===== config.mk =====
export PLATFORM = sky130hd
export DESIGN_NAME = clk_en_synth
export DESIGN_NICKNAME = d
export VERILOG_FILES = /design/src/rtl/clk_en_synth.sv
export SDC_FILE = /design/constraint.sdc
export NUM_CORES = 1
export LEC_CHECK = 0
export CORE_AREA = 2 2 107 109
export DETAILED_ROUTE_END_ITERATION = 7
export DIE_AREA = 0 0 109 111
export PLACE_DENSITY = 0.84
export SYNTH_ARGS = -nofsm -noshare
export SYNTH_HDL_FRONTEND = slang
export SYNTH_SLANG_ARGS = --single-unit

===== constraint.sdc =====
create_clock -name clk -period 5.15 [get_ports clk]
set_input_delay 1.03 -clock clk [delete_from_list [all_inputs] [get_ports clk]]
set_output_delay 1.03 -clock clk [all_outputs]
set_load 0.03 [all_outputs]

===== src/rtl/clk_en_synth.sv =====
// Multi-channel fractional-N clock-enable synthesiser: per-channel phase
// accumulators with glitch-free runtime retune and a settle/lock indicator.
module clk_en_synth #(
  parameter int unsigned         CHANNELS    = 3,
  parameter int unsigned         ACC_W       = 16,
  parameter logic [ACC_W-1:0]    INC_RESET   = {1'b1, {(ACC_W-1){1'b0}}},
  parameter int unsigned         LOCK_CYCLES = 64,
  localparam int unsigned        CH_W        = (CHANNELS > 1) ? $clog2(CHANNELS) : 1
) (
  input  logic                clk,
  input  logic                rst_n,
  input  logic                enable,
  input  logic                cfg_valid,
  output logic                cfg_ready,
  input  logic [CH_W-1:0]     cfg_chan,
  input  logic [ACC_W-1:0]    cfg_inc,
  output logic [CHANNELS-1:0] strobe,
  output logic [CHANNELS-1:0] square,
  output logic                locked
);

  localparam int unsigned LC_W = $clog2(LOCK_CYCLES);

  typedef enum logic {UNLOCKED, LOCKED} lock_state_e;

  logic [ACC_W-1:0]    acc_q [CHANNELS];
  logic [ACC_W-1:0]    acc_d [CHANNELS];
  logic [ACC_W-1:0]    inc_q [CHANNELS];
  logic [ACC_W-1:0]    inc_d [CHANNELS];
  logic [ACC_W:0]      sum   [CHANNELS];
  logic [CHANNELS-1:0] carry;
  logic [CHANNELS-1:0] strobe_q, strobe_d;
  logic                pend_q, pend_d;
  logic [CH_W-1:0]     pend_chan_q, pend_chan_d;
  logic [ACC_W-1:0]    pend_inc_q, pend_inc_d;
  logic                cfg_ready_q, cfg_ready_d;
  logic [LC_W-1:0]     lock_cnt_q, lock_cnt_d;
  lock_state_e         state_q, state_d;
  logic                locked_q, locked_d;
  logic                accept_valid;

  // Accumulators, pending retune slot and config handshake.
  always_comb begin
    acc_d        = acc_q;
    inc_d        = inc_q;
    strobe_d     = '0;
    pend_d       = pend_q;
    pend_chan_d  = pend_chan_q;
    pend_inc_d   = pend_inc_q;
    carry        = '0;
    accept_valid = 1'b0;
    for (int unsigned i = 0; i < CHANNELS; i++) begin
      sum[i]   = {1'b0, acc_q[i]} + {1'b0, inc_q[i]};
      carry[i] = sum[i][ACC_W];
      if (enable) begin
        acc_d[i] = sum[i][ACC_W-1:0];
        // New increment lands on the wrap (or immediately if the channel is frozen).
        if (pend_q && (pend_chan_q == CH_W'(i)) && (carry[i] || (inc_q[i] == '0))) begin
          inc_d[i] = pend_inc_q;
          pend_d   = 1'b0;
        end
      end
    end
    if (enable) strobe_d = carry;
    if (cfg_valid && cfg_ready_q && (32'(cfg_chan) < CHANNELS)) begin
      accept_valid = 1'b1;
      pend_d       = 1'b1;
      pend_chan_d  = cfg_chan;
      pend_inc_d   = cfg_inc;
    end
    cfg_ready_d = ~pend_d;
  end

  // Lock FSM next-state.
  always_comb begin
    state_d    = state_q;
    lock_cnt_d = lock_cnt_q;
    if (accept_valid) begin
      state_d    = UNLOCKED;
      lock_cnt_d = '0;
    end else if (enable && !pend_q && (state_q == UNLOCKED)) begin
      if (lock_cnt_q == LC_W'(LOCK_CYCLES - 1)) state_d = LOCKED;
      else lock_cnt_d = lock_cnt_q + LC_W'(1);
    end
    locked_d = (state_d == LOCKED);
  end

  always_ff @(posedge clk or negedge rst_n) begin
    if (!rst_n) begin
      for (int unsigned i = 0; i < CHANNELS; i++) begin
        acc_q[i] <= '0;
        inc_q[i] <= INC_RESET;
      end
      strobe_q    <= '0;
      pend_q      <= 1'b0;
      pend_chan_q <= '0;
      pend_inc_q  <= '0;
      cfg_ready_q <= 1'b1;
      lock_cnt_q  <= '0;
      state_q     <= UNLOCKED;
      locked_q    <= 1'b0;
    end else begin
      acc_q       <= acc_d;
      inc_q       <= inc_d;
      strobe_q    <= strobe_d;
      pend_q      <= pend_d;
      pend_chan_q <= pend_chan_d;
      pend_inc_q  <= pend_inc_d;
      cfg_ready_q <= cfg_ready_d;
      lock_cnt_q  <= lock_cnt_d;
      state_q     <= state_d;
      locked_q    <= locked_d;
    end
  end

  always_comb begin
    square = '0;
    for (int unsigned i = 0; i < CHANNELS; i++) square[i] = acc_q[i][ACC_W-1];
  end

  assign strobe    = strobe_q;
  assign cfg_ready = cfg_ready_q;
  assign locked    = locked_q;

endmodule


==> metrics.yaml <==
cts:
  post-cts-setup-buffers: 0
  h-tree-depth: 4
  cts_tree: "built"
  cts_buffers: 17
  cts.sinks: 126
  insertion_delay_ns: 0.43
  path_clk_slew_ns: 0.06
  ctsRootBufferMaster: "clkbuf_16"
  holdBufCountCts: 0
  cts.path.max_buffers: 2
  cts_resized: 0
synth:
  netlist_instances: 608
  synth_area_leader_cell: "dfrtp_1"
  netlist_area_mm2: 0.00701
  ys_top_cells_by_area: "dfrtp_1 (44%), mux2_2 (14%), ha_1 (8.8%)"
  seq_area_frac_synth_pct: 45.1
  ys.flop_type: "dfrtp_1"
  ys_async_sr_fraction_pct: 100
  yosys_register_bits: 126
  yosysWarnings: 0
  synth_area_per_cell_um2: 11.5
  synth_cell_types: 62
  synth_top_area_share_pct: 43.6
  syn_nets: 682
  synth-edff-count: 0
floorplanning:
  start_util_pct: 63.2
  dieHeight_um: 111
  coreArea_mm2: 0.0111
  rows: 39
  io_pins: 30
  fp.dieW_um: 109
  die_area_mm2: 0.0121
global_route:
  grt_pass1_vias: 5340
  grt_pass1_wl_mm: 26.5
  grt_max_degree: 57
  antenna_found_initial: 0
  grt_overflow: 0
  grt.total_usage_pct: 28.6
timing:
  fmax_mhz: 306
  tns_ns: 0
  hold_viol: 0
  tightest_slew_ns: 0.931
  setup_viol: 0
  fin_crit_ns: 3.27
  maxSlewHeadroom_pct: 36.3
  setup_ws_ns: 1.88
  drv_slew: 0
  period_share_pct: 63.5
  fin_worst_skew_ns: 0.0125
  rsz0062_at_grt: "no"
power_and_ir_drop:
  power_density_mw_per_mm2: 786
  total_power_uw: 6280
  p_leak_uw: 0.00358
  p_int_uw: 3730
  clkPwrFrac_pct: 19.4
  power_switching_uw: 2550
  power_frac_seq_pct: 31.1
  ir_drop_uv: 454
  combPwrFrac_pct: 49.5
  swShare_pct: 40.7
worst_setup_path:
  cp-start-kind: "register"
  critical_path_required_ns: 5.45
  cp-end-kind: "register"
  worstPathMaxFanout: 18
  path_class: "reg -> reg"
  worstPathArrival_ns: 3.57
routing:
  drc: 0
  first_pass_iters: 5
  wl_mm: 16.0
  avgRoutedWirePerCell_um: 20.0
  drtIter0Drc: 325
  route.vias.total: 5138
  via_per_inst: 6.43
  ant_nets: 0
status:
  outcome: "finished, final reports clean"
flow_run:
  drv_cap: 0
layout:
  area_growth_syn_to_layout_pct: 14.1
  fillers: 690
  stdcell_area_mm2: 0.00799
  fin_util_pct: 72.1
  nets: 717
  layout-drive-gt1-share_pct: 22.6
  multiInputGateArea_mm2: 0.00367
  diodes: 0
  seq_area_mm2: 0.00316
place:
  dp_hpwl_mm: 11.0
  port_buffers: 29
  gp_congestion: 0.949
  place_ws_ns: 1.97
  dpl_cell_area_mm2: 0.00739
hold_path:
  hold_path_class: "reg -> reg"
[cell type report]
class,instances,share of cell area [%]
clock inverter,15,2.15
timing repair buffer,35,4.10
clock buffer,17,5.32
sequential,126,39.5
inverter,15,0.705
tap,143,2.24
multi-input combinational,448,46.0
[final timing paths]
path	from	end	slack (ns)	depth (start not counted)
max	acc_q[16]$_DFFE_PN0P_	pend_q$_DFF_PN0_	1.88	9
min	acc_q[36]$_DFFE_PN0P_	acc_q[36]$_DFFE_PN0P_	0.50	1
max reg2reg	acc_q[16]$_DFFE_PN0P_	pend_q$_DFF_PN0_	1.88	9
min reg2reg	acc_q[36]$_DFFE_PN0P_	acc_q[36]$_DFFE_PN0P_	0.50	1
max in group asynchronous	rst_n	inc_q[47]$_DFFE_PN1P_	3.49	2
min in group asynchronous	rst_n	acc_q[35]$_DFFE_PN0P_	0.66	1
[metal layers]
metal / wire length, um / up-vias / track usage, %
met5: 0 / - / 0
met4: 431 / 0 / 11.0
met3: 769 / 51 / 6.35
met2: 8170 / 188 / 47.7
met1: 6590 / 2567 / 36.1
li1: - / 2332 / -
[cells in the mapped netlist, drive strengths merged, types with 9 or more instances]
cell type and number:
a211oi 10, o21bai 9, dfrtp 122, o21ai 26, nand2 18, a21o 18, xor2 13, nor4 15
a21oi 42, buf 10, inv 15, clkbuf 9, mux2 95, xnor2 23, nor2 49, ha 49
[stage by stage]
| step | cells | hold slack (ns) |
|---|---|---|
| final | 799 | 0.495 |
| after CTS | 799 | 0.494 |
| after global placement | 767 | 0.477 |
| after floorplan | 608 | 0.458 |
| after global routing | 799 | 0.526 |
| after detailed placement | 767 | 0.480 |
[worst max-delay path, cell delays in order, from the launching register on]
cell and delay, ns:
dfrtp_1 0.39, ha_1 0.23, fa_1 0.45, a211oi_2 0.24, nor2_1 0.12, o21ai_2 0.24, o21ai_2 0.11, a221o_1 0.35
a31o_1 0.52, o41ai_2 0.48
[power by group through the flow]
stage / clock network, uW / registers (uW) / logic (uW)
final: 1220 / 1950 / 3110
after floorplan: 0 / 1770 / 2470
after global routing: 1270 / 2000 / 3420
after detailed placement: 0 / 1950 / 3020
after CTS: 1230 / 1940 / 3070
after global placement: 0 / 1920 / 2860
[registers in the layout (all words and copies together) (netlist names)]
register	flops
locked	1
cfg_ready	1
pend_q	1
pend_inc_q	16
acc_q	45
square	3
lock_cnt_q	6
strobe	3
pend_chan_q	2
inc_q	48
[cells by family after synthesis]
group / Yosys count / synth area share [%]
flops: 126 / 45.1
buf+inv: 34 / 2.55
xor+xnor: 36 / 4.50
simple gates: 120 / 8.38
compound gates: 144 / 14.0
fa+ha+maj: 52 / 9.61
mux: 96 / 15.9
[placed cells by master (no fill, tap or decap), types with 13 or more instances in the layout]
| cell type | instances |
|---|---|
| dfrtp_1 | 122 |
| inv_1 | 15 |
| o21ai_0 | 20 |
| nor2_1 | 49 |
| clkbuf_16 | 17 |
| nand2_1 | 18 |
| a21o_1 | 18 |
| nor4_1 | 14 |
| ha_1 | 49 |
| mux2_2 | 84 |
| xor2_1 | 13 |
| clkdlybuf4s50_1 | 27 |
| xnor2_1 | 23 |
| a21oi_1 | 41 |
No activity file was read; power rests on OpenSTA's default activity.
